<file path="src/rtl/tx_queue.sv">
// tx_queue: byte FIFO feeding a UART transmitter
// first-word-fall-through head, sticky overflow, synchronous flush
module tx_queue #(
    parameter int DEPTH = 16
) (
    input  logic                     clk,
    input  logic                     rst,
    input  logic                     in_stb,
    input  logic [7:0]               in_dat,
    output logic                     in_rdy,
    output logic                     out_stb,
    output logic [7:0]               out_dat,
    input  logic                     out_rdy,
    input  logic                     flush,
    output logic [$clog2(DEPTH):0]   level,
    output logic                     ovf
);

    localparam int AW = $clog2(DEPTH);
    localparam logic [AW-1:0] PONE = 1;
    localparam logic [AW:0]   CONE = 1;
    localparam logic [AW:0]   FULL = (AW+1)'(DEPTH);

    logic [7:0]    mem [DEPTH];
    logic [AW-1:0] wr_ptr;
    logic [AW-1:0] rd_ptr;
    logic [AW:0]   count;
    logic          push;
    logic          pop;

    assign in_rdy  = (count != FULL);
    assign out_stb = (count != '0);
    assign out_dat = mem[rd_ptr];
    assign level   = count;

    // handshakes qualified by pre-edge state; flush suppresses both
    always_comb begin
        push = in_stb && in_rdy && !flush;
        pop  = out_stb && out_rdy && !flush;
    end

    // storage array, intentionally left unreset
    always_ff @(posedge clk) begin
        if (push)
            mem[wr_ptr] <= in_dat;
    end

    // pointers, count and sticky overflow
    always_ff @(posedge clk or negedge rst) begin
        if (!rst) begin
            wr_ptr <= '0;
            rd_ptr <= '0;
            count  <= '0;
            ovf    <= 1'b0;
        end else if (flush) begin
            wr_ptr <= '0;
            rd_ptr <= '0;
            count  <= '0;
            ovf    <= 1'b0;
        end else begin
            if (push)
                wr_ptr <= wr_ptr + PONE;
            if (pop)
                rd_ptr <= rd_ptr + PONE;
            case ({push, pop})
                2'b10:   count <= count + CONE;
                2'b01:   count <= count - CONE;
                default: count <= count;
            endcase
            if (in_stb && !in_rdy)
                ovf <= 1'b1;
        end
    end

endmodule

</file>
<file path="config.mk">
export PLATFORM = sky130hd
export DESIGN_NAME = tx_queue
export DESIGN_NICKNAME = d
export VERILOG_FILES = /design/src/rtl/tx_queue.sv
export SDC_FILE = /design/constraint.sdc
export NUM_CORES = 1
export LEC_CHECK = 0
export BUFFER_PORTS_ARGS = -buffer_cell sky130_fd_sc_hd__buf_2
export CORE_MARGIN = 8
export CORE_UTILIZATION = 28
export DETAILED_ROUTE_END_ITERATION = 10
export GPL_ROUTABILITY_DRIVEN = 0
export PLACE_DENSITY = 0.49
export SLEW_MARGIN = 20
export SYNTH_ARGS = -nofsm -noshare
export SYNTH_HDL_FRONTEND = slang
export SYNTH_SLANG_ARGS = --single-unit
</file>
<file path="constraint.sdc">
create_clock -name clk -period 3.6 [get_ports clk]
set_input_delay 0.36 -clock clk [delete_from_list [all_inputs] [get_ports clk]]
set_output_delay 0.36 -clock clk [all_outputs]
set_load 0.02 [all_outputs]
</file>
==> impl_results.md <==
- WP buf/inv: 0
- Hold Buf Count CTS: 1
- Final setup fails: 0
- GRT overflow: 0
- Routed wire per std cell: 19.0 um
- RSZ-0062 raised after global routing: no
- Vias/cell: 4.53
- Area growth, synth to finish: 19.0%
- Syn avg cell area: approximately 16 um2
- All-layer global routing usage: 10.4%
- Syn nets: 379
- Initial antenna violation count: 0
- Max cap viols: 0
- Share of cells above drive strength 1: approximately a fifth
- CP arrival: 3.45 ns
- Slew HR: 37.6%
- PD cells: 693 mW/mm2
- Post-synth top cells: edfxtp_1, nor2_1, mux2i_1
- Layout Cells excl Fill: 679
- Pre-CTS WS: slightly above 0.5 ns
- Remaining DRCs: 0
- Worst hold-check path type: in2reg
- Count of flip-flops with a built-in enable after synthesis: 128
- Async SR Flop Fraction: 9.86%
- Largest net degree at the start of global routing: 36
- Synth Flop Type: edfxtp_1
- Fmax: about 320 MHz
- Top Ports: 29
- R2R depth: 9
- Vias in the first global route: 3256
- Seq/Total Area, Yosys: 71.3%
- Number of post-CTS setup repair buffers: 0
- RR Endpoint: level[4]
- Num Clock Sinks: 142
- Clock root buffer: clkbuf_16
- CP startpoint kind: flop
- Synth top area share: between 60% and 70%
- Count of input and output buffers: 28
- Yosys warning count: 0
- Worst path top cell family by delay: simple AND/OR/NAND/NOR gates
- Post-synth top area cell: edfxtp_1
- Slew @ Worst Pin: 0.933 ns
- H-tree levels: 4
- Total wire length: 12900 um
- Slew Limit Fails: 0
- Cts bufs inserted: 17
- Crit path largest cell delay: roughly 0.58 ns
- Core Area: 0.0208 mm2
- Placed insts: ~650
- Post-synthesis register bit count: 142
- Min Tclk post-route: 3.12 ns
- CTS tree: built
- Worst-path clk slew: 0.06 ns
- Synth unique cells: just over 40
- Fillcell total: about 2000
- Crit Reg-Reg Startpoint: level[1]
- Fin. Hold Viols: 0
- Drt first-iter violations: 176
- CTS resizes: 0
- Synth Instances: 357
- Diodes inserted: 0
- Final Cycle Share: 86.6%
- DP Wirelength: 8320 um
- Most frequent CP cell: a21oi_1
- Number of iterations in the first detailed-routing pass: 4
- Setup slack, reg-to-reg: between 0.4 and 0.5 ns
- Antenna viol nets, final: 0
- Via count: 3075
- Status: completed
- Placed cell area: around 0.0063 mm2
- Slowest-stage cell, CP: nor4_2
- Most common cell in the synthesized netlist: edfxtp_1
- Final setup margin: 0.483 ns
- Final Cell Area: 0.00701 mm2
- Die area: 0.0259 mm2
- Critical Path End Type: flop
- First-pass GRT wire length: 19800 um
- Max rail drop VDD: 0.344 mV
- Leakage: 2.35 nW
- Final nets: 413
- Kind of critical path: reg2reg
- Hold-critical path depth: 3
- Final setup skew: 0.00802 ns
- Hold Crit Endpoint: ovf
- Synth area leaders: edfxtp_1, mux4_2, dfrtp_1
- Setup TNS: 0 ns
- Register area: 0.00420 mm2
- Crit Path Max Fanout: 9
- Hold Crit Start: in_stb
- CP Cell Sequence: nor4_2 -> a21boi_2 -> or3_1 -> fa_1 -> nand2b_1 -> a21oi_1 -> mux2i_1 -> a32oi_1 -> a21oi_1
- Worst-skew pair later-pin latency: 0.42 ns
- Die width: roughly 160 um
- Required time worst endpoint: about 3.9 ns
- Clk buf depth: 2
- Post-synthesis cell area: 0.00589 mm2
- Final core occ: 33.6%
- Die height: 161 um
- Cell Rows: 53
- Starting Density: 28.3%
- Footprint of the multi-input gates: ~0.0016 mm2
-- placed cells by master, fill, tap and decap left out, types with 7 or more instances in the layout --
cell type,instances
a221oi_1,8
o21ai_1,7
mux2i_1,25
dfrtp_1,13
mux4_2,16
mux2_1,11
nand2_1,21
a22oi_1,8
buf_2,28
a21oi_1,13
edfxtp_1,128
clkbuf_16,17
nor2_1,32
o21ai_0,9
ha_1,8
-- state kept, by name (all words and copies together), names as in the netlist --
signal  count
mem       128
level       5
rd_ptr      4
wr_ptr      4
ovf         1
-- metrics by stage --
step                      hold WS, ns  power [W]
after floorplan                0.0644    0.00266
after global placement          0.287    0.00293
after detailed placement        0.290    0.00294
after CTS                       0.295    0.00492
after global routing            0.354    0.00506
final                           0.323    0.00486
-- where the power goes --
part	switching (W)	internal [W]
registers	0.0000921	0.00185
logic	0.000517	0.000428
clock network	0.000667	0.00130
-- worst max-delay path by stage --
| stage | start | endpoint | slack, ns | depth (start not counted) |
|---|---|---|---|---|
| after floorplan | level[1] | level[4] | 0.82 | 9 |
| after global placement | level[1] | level[4] | 0.67 | 9 |
| after detailed placement | level[1] | level[4] | 0.52 | 9 |
| after CTS | level[1] | level[4] | 0.50 | 9 |
| after global routing | level[0] | level[4] | 0.23 | 9 |
| final | level[1] | level[4] | 0.48 | 9 |
-- layer usage --
| layer | wire (um) | vias to the layer above | track usage (%) | share of wire [%] |
|---|---|---|---|---|
| met1 | 5560 | 1552 | 12.7 | 43 |
| met5 | 0 | - | 0 | 0 |
| met2 | 6610 | 55 | 17.7 | 51 |
| met3 | 547 | 12 | 2.37 | 4.3 |
| li1 | - | 1456 | - | - |
| met4 | 144 | 0 | 3.66 | 1.1 |
-- cells by family after synthesis --
logic type | count (synthesis) | share of synthesized area (%)
adders and majority gates | 9 | 2.04
xor gates and xnor gates | 8 | 1.19
AOI/OAI and AO/OA | 54 | 5.85
and+or+nand+nor | 68 | 5.21
buffers and inverters | 22 | 1.59
DFF | 142 | 71.3
muxes | 54 | 12.9
-- worst min-delay path: cells and delay by family --
kind            cells  cell delay, ns
buf+inv             1            0.16
compound gates      1            0.10
simple gates        1            0.07
-- final cells by class --
class / instances / share of cell area [%]
Sequential cell: 142 / 59.9
Multi-Input combinational cell: 193 / 22.8
Clock buffer: 19 / 6.18
Tap cell: 275 / 4.91
Clock inverter: 13 / 3.32
Timing Repair Buffer: 32 / 2.64
Inverter: 5 / 0.268
Note: power is estimated with default switching activity, not from simulation.
